[config.mk]
export PLATFORM = sky130hd
export DESIGN_NAME = memory_load_ctrl_flat
export DESIGN_NICKNAME = d
export VERILOG_FILES = /design/src/rtl/memory_load_ctrl_if.sv /design/src/rtl/memory_load_ctrl.sv /design/src/flat_wrapper.sv
export SDC_FILE = /design/constraint.sdc
export NUM_CORES = 1
export LEC_CHECK = 0
export BUFFER_PORTS_ARGS = -buffer_cell sky130_fd_sc_hd__buf_2
export CORE_UTILIZATION = 55
export DETAILED_ROUTE_END_ITERATION = 8
export PLACE_DENSITY = 0.84
export RECOVER_POWER = 25
export SYNTH_ARGS = -nofsm -noshare
export SYNTH_HDL_FRONTEND = slang
export SYNTH_SLANG_ARGS = --single-unit
[constraint.sdc]
create_clock -name clk -period 5.25 [get_ports clk]
set_clock_uncertainty 0.15 [all_clocks]
set_input_delay 0.525 -clock clk [delete_from_list [all_inputs] [get_ports clk]]
set_output_delay 0.525 -clock clk [all_outputs]
set_load 0.005 [all_outputs]
[src/rtl/memory_load_ctrl_if.sv]
// Host-side command and byte-stream handshake for the memory load sequencer.
interface memory_load_ctrl_if;
  logic       cmd_valid;
  logic [1:0] cmd_sel;
  logic       cmd_ready;
  logic       in_valid;
  logic [7:0] in_data;
  logic       in_ready;
  logic       abort;
  logic       clear_done;

  modport master (
    output cmd_valid, cmd_sel, in_valid, in_data, abort, clear_done,
    input  cmd_ready, in_ready
  );

  modport slave (
    input  cmd_valid, cmd_sel, in_valid, in_data, abort, clear_done,
    output cmd_ready, in_ready
  );
endinterface

[src/rtl/memory_load_ctrl.sv]
// Load sequencer: takes a region command then a byte stream, and emits
// registered, auto-incrementing writes into the interleaved image banks,
// the conv parameter RAM or the dense parameter RAM. Per-region sticky done
// flags gate compute until every memory is filled.
module memory_load_ctrl #(
  parameter int IMAGE_BYTES = 3072,
  parameter int CONV_BYTES  = 20000,
  parameter int DENSE_BYTES = 16384
) (
  input  logic                     clk,
  input  logic                     reset,
  memory_load_ctrl_if.slave        host,
  output logic [9:0]               image_ram_addr_a,
  output logic [7:0]               data_image0,
  output logic [7:0]               data_image1,
  output logic [7:0]               data_image2,
  output logic [7:0]               data_image3,
  output logic                     we_image0,
  output logic                     we_image1,
  output logic                     we_image2,
  output logic                     we_image3,
  output logic [14:0]              conv_ram_addr_a,
  output logic [7:0]               data_conv,
  output logic                     we_conv,
  output logic [14:0]              dense_ram_addr_a,
  output logic [7:0]               data_dense,
  output logic                     we_dense,
  output logic                     busy,
  output logic [2:0]               load_done,
  output logic                     all_loaded,
  output logic                     cmd_err
);

  // Oversized loads cannot be addressed by the target RAMs.
  if (IMAGE_BYTES < 1 || IMAGE_BYTES > 4096) begin : g_bad_image_bytes
    $fatal(1, "IMAGE_BYTES out of range 1..4096");
  end
  if (CONV_BYTES < 1 || CONV_BYTES > 32768) begin : g_bad_conv_bytes
    $fatal(1, "CONV_BYTES out of range 1..32768");
  end
  if (DENSE_BYTES < 1 || DENSE_BYTES > 32768) begin : g_bad_dense_bytes
    $fatal(1, "DENSE_BYTES out of range 1..32768");
  end

  localparam logic [14:0] IMG_LAST   = 15'(IMAGE_BYTES - 1);
  localparam logic [14:0] CONV_LAST  = 15'(CONV_BYTES - 1);
  localparam logic [14:0] DENSE_LAST = 15'(DENSE_BYTES - 1);

  typedef enum logic [1:0] {
    IDLE       = 2'd0,
    LOAD_IMG   = 2'd1,
    LOAD_CONV  = 2'd2,
    LOAD_DENSE = 2'd3
  } state_t;

  state_t      state;
  logic [14:0] beat_cnt;
  logic [3:0]  we_img;
  logic [7:0]  img_data;

  assign busy           = (state != IDLE);
  assign host.cmd_ready = (state == IDLE);
  assign host.in_ready  = busy & ~host.abort;
  assign all_loaded     = &load_done;

  // All four banks see the same byte; only the one-hot enable picks the bank.
  assign data_image0 = img_data;
  assign data_image1 = img_data;
  assign data_image2 = img_data;
  assign data_image3 = img_data;
  assign we_image0   = we_img[0];
  assign we_image1   = we_img[1];
  assign we_image2   = we_img[2];
  assign we_image3   = we_img[3];

  // Command decode, beat counting and registered write generation.
  always_ff @(posedge clk) begin
    if (!reset) begin
      state            <= IDLE;
      beat_cnt         <= '0;
      load_done        <= '0;
      cmd_err          <= 1'b0;
      we_img           <= '0;
      img_data         <= '0;
      image_ram_addr_a <= '0;
      we_conv          <= 1'b0;
      data_conv        <= '0;
      conv_ram_addr_a  <= '0;
      we_dense         <= 1'b0;
      data_dense       <= '0;
      dense_ram_addr_a <= '0;
    end else begin
      we_img   <= '0;
      we_conv  <= 1'b0;
      we_dense <= 1'b0;
      cmd_err  <= 1'b0;
      unique case (state)
        IDLE: begin
          // A region's own clear below overrides nothing else; clear_done only
          // acts here so a running load cannot lose its neighbours' flags.
          if (host.clear_done) load_done <= '0;
          if (host.cmd_valid) begin
            unique case (host.cmd_sel)
              2'd0: begin
                state        <= LOAD_IMG;
                beat_cnt     <= '0;
                load_done[0] <= 1'b0;
              end
              2'd1: begin
                state        <= LOAD_CONV;
                beat_cnt     <= '0;
                load_done[1] <= 1'b0;
              end
              2'd2: begin
                state        <= LOAD_DENSE;
                beat_cnt     <= '0;
                load_done[2] <= 1'b0;
              end
              default: cmd_err <= 1'b1;
            endcase
          end
        end
        LOAD_IMG: begin
          if (host.abort) begin
            state <= IDLE;
          end else if (host.in_valid) begin
            image_ram_addr_a <= beat_cnt[11:2];
            img_data         <= host.in_data;
            we_img           <= 4'b0001 << beat_cnt[1:0];
            beat_cnt         <= beat_cnt + 15'd1;
            if (beat_cnt == IMG_LAST) begin
              load_done[0] <= 1'b1;
              state        <= IDLE;
            end
          end
        end
        LOAD_CONV: begin
          if (host.abort) begin
            state <= IDLE;
          end else if (host.in_valid) begin
            conv_ram_addr_a <= beat_cnt;
            data_conv       <= host.in_data;
            we_conv         <= 1'b1;
            beat_cnt        <= beat_cnt + 15'd1;
            if (beat_cnt == CONV_LAST) begin
              load_done[1] <= 1'b1;
              state        <= IDLE;
            end
          end
        end
        LOAD_DENSE: begin
          if (host.abort) begin
            state <= IDLE;
          end else if (host.in_valid) begin
            dense_ram_addr_a <= beat_cnt;
            data_dense       <= host.in_data;
            we_dense         <= 1'b1;
            beat_cnt         <= beat_cnt + 15'd1;
            if (beat_cnt == DENSE_LAST) begin
              load_done[2] <= 1'b1;
              state        <= IDLE;
            end
          end
        end
        default: state <= IDLE;
      endcase
    end
  end

endmodule
[src/flat_wrapper.sv]
// flat-port wrapper written by rule: the top's interface ports become plain ports
module memory_load_ctrl_flat 
#(
  parameter int IMAGE_BYTES = 3072,
  parameter int CONV_BYTES  = 20000,
  parameter int DENSE_BYTES = 16384
)
  (clk, reset, image_ram_addr_a, data_image0, data_image1, data_image2, data_image3, we_image0, we_image1, we_image2, we_image3, conv_ram_addr_a, data_conv, we_conv, dense_ram_addr_a, data_dense, we_dense, busy, load_done, all_loaded, cmd_err, host_cmd_valid, host_cmd_sel, host_in_valid, host_in_data, host_abort, host_clear_done, host_cmd_ready, host_in_ready);
  memory_load_ctrl_if host_i ();
  input  logic clk;
  input  logic reset;
  output logic [9:0] image_ram_addr_a;
  output logic [7:0] data_image0;
  output logic [7:0] data_image1;
  output logic [7:0] data_image2;
  output logic [7:0] data_image3;
  output logic we_image0;
  output logic we_image1;
  output logic we_image2;
  output logic we_image3;
  output logic [14:0] conv_ram_addr_a;
  output logic [7:0] data_conv;
  output logic we_conv;
  output logic [14:0] dense_ram_addr_a;
  output logic [7:0] data_dense;
  output logic we_dense;
  output logic busy;
  output logic [2:0] load_done;
  output logic all_loaded;
  output logic cmd_err;
  input wire logic [$bits(host_i.cmd_valid)-1:0] host_cmd_valid;
  input wire logic [$bits(host_i.cmd_sel)-1:0] host_cmd_sel;
  input wire logic [$bits(host_i.in_valid)-1:0] host_in_valid;
  input wire logic [$bits(host_i.in_data)-1:0] host_in_data;
  input wire logic [$bits(host_i.abort)-1:0] host_abort;
  input wire logic [$bits(host_i.clear_done)-1:0] host_clear_done;
  output wire logic [$bits(host_i.cmd_ready)-1:0] host_cmd_ready;
  output wire logic [$bits(host_i.in_ready)-1:0] host_in_ready;
  assign host_i.cmd_valid = host_cmd_valid;
  assign host_i.cmd_sel = host_cmd_sel;
  assign host_i.in_valid = host_in_valid;
  assign host_i.in_data = host_in_data;
  assign host_i.abort = host_abort;
  assign host_i.clear_done = host_clear_done;
  assign host_cmd_ready = host_i.cmd_ready;
  assign host_in_ready = host_i.in_ready;
  memory_load_ctrl #(.IMAGE_BYTES(IMAGE_BYTES), .CONV_BYTES(CONV_BYTES), .DENSE_BYTES(DENSE_BYTES)) u_core (.clk(clk), .reset(reset), .host(host_i), .image_ram_addr_a(image_ram_addr_a), .data_image0(data_image0), .data_image1(data_image1), .data_image2(data_image2), .data_image3(data_image3), .we_image0(we_image0), .we_image1(we_image1), .we_image2(we_image2), .we_image3(we_image3), .conv_ram_addr_a(conv_ram_addr_a), .data_conv(data_conv), .we_conv(we_conv), .dense_ram_addr_a(dense_ram_addr_a), .data_dense(data_dense), .we_dense(we_dense), .busy(busy), .load_done(load_done), .all_loaded(all_loaded), .cmd_err(cmd_err));
endmodule
* Word level (Yosys, flattened, before mapping)
Cells that the tools add are included.
** Storage, ports and cells
- Flip-flop bits (word level) :: 91
- Input bits :: 16
- Output and inout port bits :: 102
- Logic and storage cells :: 108
** Operators by class
- Add/subtract/negate cells :: 1
- Equal/unequal tests :: 28
- Shifts and indexed selects :: 1
- Multiplexer cells :: 37
- Bitwise logic cells :: 5
- Reductions and logical operators :: 21
** Operators by type and width (count)
- two-way mux 15 bit :: 4
- case mux 15 bit (2 select lines) :: 1
- two-way mux 2 bit :: 10
- != test 2 bit (second input constant) :: 9
- AND reduction 4 bit :: 4
- adder 15 x 1 -> 15 bit (second input constant) :: 1
- equality test 15 x 12 -> 1 bit (second input constant) :: 1
- equality test 15 x 14 -> 1 bit (second input constant) :: 1
- equality test 15 bit (second input constant) :: 1
- two-way mux 1 bit :: 15
- AND reduction 3 bit :: 5
- != test 3 x 2 -> 1 bit (second input constant) :: 3
- != test 3 bit (second input constant) :: 3
- != test 2 x 1 -> 1 bit (second input constant) :: 4
- case mux 2 bit (4 select lines) :: 1
- AND reduction 8 bit :: 1
- nonzero test 2 bit :: 4
- equality test 2 bit (second input constant) :: 3
- two-way mux 3 bit :: 2
- case mux 1 bit (2 select lines) :: 3
- case mux 2 bit (3 select lines) :: 1
- OR reduction 3 bit :: 2
- equality test 2 x 1 -> 1 bit (second input constant) :: 2
- zero test 2 bit :: 2
- 6 further kinds :: 10

* Depth between registers and ports, before layout
- Word-level depth :: 5
- Mapped depth :: 7
- Gate-level depth less buffers :: 6

* Worst setup path before layout
Ideal clock, no wire load.
- Path kind :: input port to flip-flop
- From :: input host_cmd_sel[0]
- To :: register u_core.beat_cnt[7]
- Library setup time :: 0.070 ns
- Data arrival time :: 1.890 ns
- Required time :: 5.030 ns
- Slack :: 3.139 ns
- Stages :: 5
- Buffers on the path :: 0
- Cell sequence :: ha_1 > nor4b_2 > a21oi_2 > or4_2 > a21oi_1
** Between the ends
- Longest elaborated chain between the ends :: 4
- Elaborated cells between the ends (all ways) :: 6
- Those cells by class :: 3 x eq/ne; 3 x reduce/logical
** Ends and longest elaborated chain
- start: declaration :: line flat_wrapper.sv:32 : input wire logic [$bits(host_i.cmd_sel)-1:0] host_cmd_sel;
- equality test 2 x 1 -> 1 bit, or another cell as far along :: line memory_load_ctrl.sv:103 : unique case (host.cmd_sel)
- OR reduction 3 bit (no source line) (*)
- != test 2 bit (no source line) (*)
- AND reduction 4 bit (no source line) (*)
- end signal: assignment :: line memory_load_ctrl.sv:130 : beat_cnt <= beat_cnt + 15'd1;
- end signal: assignment :: line memory_load_ctrl.sv:144 : beat_cnt <= beat_cnt + 15'd1;
- end signal: assignment :: line memory_load_ctrl.sv:158 : beat_cnt <= beat_cnt + 15'd1;
- end: declaration :: line memory_load_ctrl.sv:57 : logic [14:0] beat_cnt;
Every way passes the cells marked *; elsewhere a longest branch is shown, timed or not.
A chain may end at the register's enable or synchronous reset.

* Worst setup path in the final report
- From :: input host_in_valid
- To :: register u_core.load_done[2]
** Between the ends
- Longest elaborated chain between the ends :: 2
** Ends and longest elaborated chain
- start: declaration :: line flat_wrapper.sv:33 : input wire logic [$bits(host_i.in_valid)-1:0] host_in_valid;
- != test 2 bit (no source line)
- AND reduction 4 bit (no source line)
- end signal: assignment :: line memory_load_ctrl.sv:81 : load_done <= '0;
- end signal: assignment :: line memory_load_ctrl.sv:101 : if (host.clear_done) load_done <= '0;
- end signal: assignment :: line memory_load_ctrl.sv:117 : load_done[2] <= 1'b0;
- end: declaration :: line memory_load_ctrl.sv:29 : output logic [2:0] load_done,
No other way between the ends.

==> results.ini <==
[layout]
seq_area_sq_mm=0.00182
antenna_cells=0
fin_area_sq_mm=0.00454
areaGrowthSynthToFinish_pct=14.6
drive_above_1_share=0.234
final.fill_count=603
final_nets=563
multi_input_area_sq_mm=0.00178

[drt]
vias_per_cell=5.36
vias=3438
first_iter_violations=171
wl_microns=9160
drcViolationCount=0
postRouteAntennaNets=0
wl_per_cell_microns=14.3
dr.pass1.iters=4

[floorplanning]
dieArea_sq_mm=0.00755
initial_core_util=0.577
num_rows=30
core_area_sq_mm=0.00687
io_pins=118
die_y_microns=86.9
dieWidth_microns=86.9

[logic_synthesis]
ys_async_sr_fraction=0
ys_top_cells_by_count=nand2_1, dfxtp_1, a21boi_0
synth-seq-cells=91
yosys_warnings=0
synth-edff-count=0
synth_cell_types=43
avgSynthCellArea_sq_um=8.37
yosysTopAreaCellShare=0.459
yosysTopAreaCell=dfxtp_1
yosysSeqAreaShare=0.459
synth_nets=496
yosysMostFrequentCell=nand2_1
synthCells=474
synth.area.top_cells=dfxtp_1, nand2_1, a21boi_0, buf_4, a21oi_1
synth_top_flop_cell=dfxtp_1
syn_area_sq_mm=0.00397

[critical_path]
slowest_stage=nand3_1
cp_cell_sequence=buf_2 -> nor2b_1 -> nand3_1 -> nor4_1 -> o221a_2
cp-end-kind=register
critical_path.max_fanout=24
cp.arrival_ns=2.61
cp.required_ns=5.39
path_class=in2reg
cp-start-kind=input pin
critPathMaxStageDelay_ns=0.80

[pwr]
powerDensity_mw_per_mm2=286
sequentialPowerShare=0.538
pwr-share-clk=0.409
combPwrFrac=0.054
p_int_w=0.00100
ir_worst_vdd_mv=0.122
p_sw_frac=0.227
p_switching_w=0.000295
power_leakage_nw=1.81

[global_route]
grt_usage=0.254
grt_pass1_vias=3120
antenna_found_initial=0
grt_pass1_wl_microns=14800
grt_max_degree=78
grt-ovfl-total=0

[clocking]
hold_buffers=0
post_cts_resized=0
cts_tree=built
clkLatencyLatePin_ns=0.35
cts_num_sinks=91
cts_root_buf=clkbuf_8
post-cts-setup-buffers=0
cts.htree.levels=3
cts_buffers=9
cts.reportedPaths.clkPinSlew_ns=0.09
clockBufferDepth=2

[timing]
rsz0062_at_grt=false
whs_ns=0.297
maxSlewHeadroom=0.278
tightestPinTransition_ns=1.08
post-route-min-period_ns=2.47
setup_tns_ns=0
drv_slew=0
fin_crit_sh=0.470
hold_viol=0
setup_viol=0
max_freq_mhz=406
fin_ws_ns=2.78

[placement]
routabilityCongestion=0.853
io_buffers=117
dp.final_hpwl_microns=6190
place_area_sq_mm=0.00434
pre_cts_slack_ns=2.44

[worst_hold_path]
hold_class=in2reg

[outcome]
status=completed

[job]
max-cap-violations=0

## stage by stage
step | total power [W] | util | std cells
5_1_grt | 0.00135 | 0.662 | 642
3_3_place_gp | 0.000782 | 0.632 | 626
6_report | 0.00130 | 0.662 | 642
3_5_place_dp | 0.000784 | 0.632 | 626
2_1_floorplan | 0.000763 | - | 474
4_1_cts | 0.00130 | 0.665 | 642
## logic make-up (layout without fill, tap and decap cells)
family,count (synthesis),after routing,share of synthesized area
AO/OA/AOI/OAI,109,109,0.192
adder cells (fa/ha/maj),6,6,0.0189
buffers and inverters,68,140,0.0921
flip-flops,91,91,0.459
AND/OR/NAND/NOR,200,200,0.237
## power groups by stage
stage          clock network (W)  logic (W)  registers (W)
2_1_floorplan                  0  0.0000502       0.000712
3_3_place_gp                   0  0.0000671       0.000714
3_5_place_dp                   0  0.0000693       0.000715
4_1_cts                 0.000537  0.0000695       0.000698
5_1_grt                 0.000571  0.0000763       0.000700
6_report                0.000531  0.0000695       0.000699
## worst max-delay path: cells and delay by family
kind	cells	cell delay (ns)
buffers and inverters	1	0.11
AOI/OAI and AO/OA	1	0.24
and+or+nand+nor	3	1.73
## registers in the layout (all words and copies together) (netlist names)
name                     count
u_core.we_dense              1
u_core.data_conv             8
u_core.conv_ram_addr_a      15
u_core.data_image0           8
u_core.beat_cnt             15
u_core.state                 2
u_core.we_img                4
u_core.data_dense            8
u_core.we_conv               1
u_core.dense_ram_addr_a     15
u_core.cmd_err               1
u_core.image_ram_addr_a     10
u_core.load_done             3
## metal layers
| metal | wire (microns) | vias up | global-route usage |
|---|---|---|---|
| met2 | 4510 | 110 | 0.427 |
| met3 | 513 | 11 | 0.0578 |
| met5 | 0 | - | 0 |
| met4 | 115 | 0 | 0.0985 |
| li1 | - | 1705 | - |
| met1 | 4020 | 1612 | 0.315 |
## worst paths after layout
check	depth (start not counted)	slack, ns	start	to
setup / recovery	5	2.78	host_in_valid	u_core.load_done[2]
hold / removal	3	0.30	host_in_data[5]	u_core.data_conv[5]
setup reg to reg	5	2.86	u_core.beat_cnt[0]	u_core.beat_cnt[14]
hold reg to reg	2	0.32	u_core.data_conv[7]	u_core.data_conv[7]
## cells in the final DEF, fill, tap and decap left out, types with 2 or more instances in the layout
| master | n |
|---|---|
| nand2_1 | 135 |
| buf_2 | 99 |
| dfxtp_1 | 91 |
| a21boi_0 | 65 |
| a21oi_1 | 18 |
| clkbuf_1 | 18 |
| o31ai_1 | 10 |
| clkbuf_8 | 10 |
| or4_1 | 8 |
| nand3_1 | 7 |
| o21ai_0 | 7 |
| inv_1 | 6 |
| nor2_1 | 6 |
| ha_1 | 6 |
| and3_1 | 5 |
| nand4_1 | 5 |
| nor2b_1 | 4 |
| or3_1 | 4 |
| nand2b_1 | 3 |
| nor3b_1 | 3 |
| or3_2 | 3 |
| or4_2 | 2 |
| nor3_1 | 2 |
| and2_1 | 2 |
| nor4_1 | 2 |
| bufinv_16 | 2 |
## cell type report
class                           instances  area share
Sequential cell                        91       0.401
Clock inverter                          5      0.0187
Clock buffer                           11      0.0311
Inverter                                6     0.00496
Timing Repair Buffer                  118       0.126
Tap cell                               96      0.0264
Multi-Input combinational cell        315       0.392
Note: power is estimated with default switching activity, not from simulation.
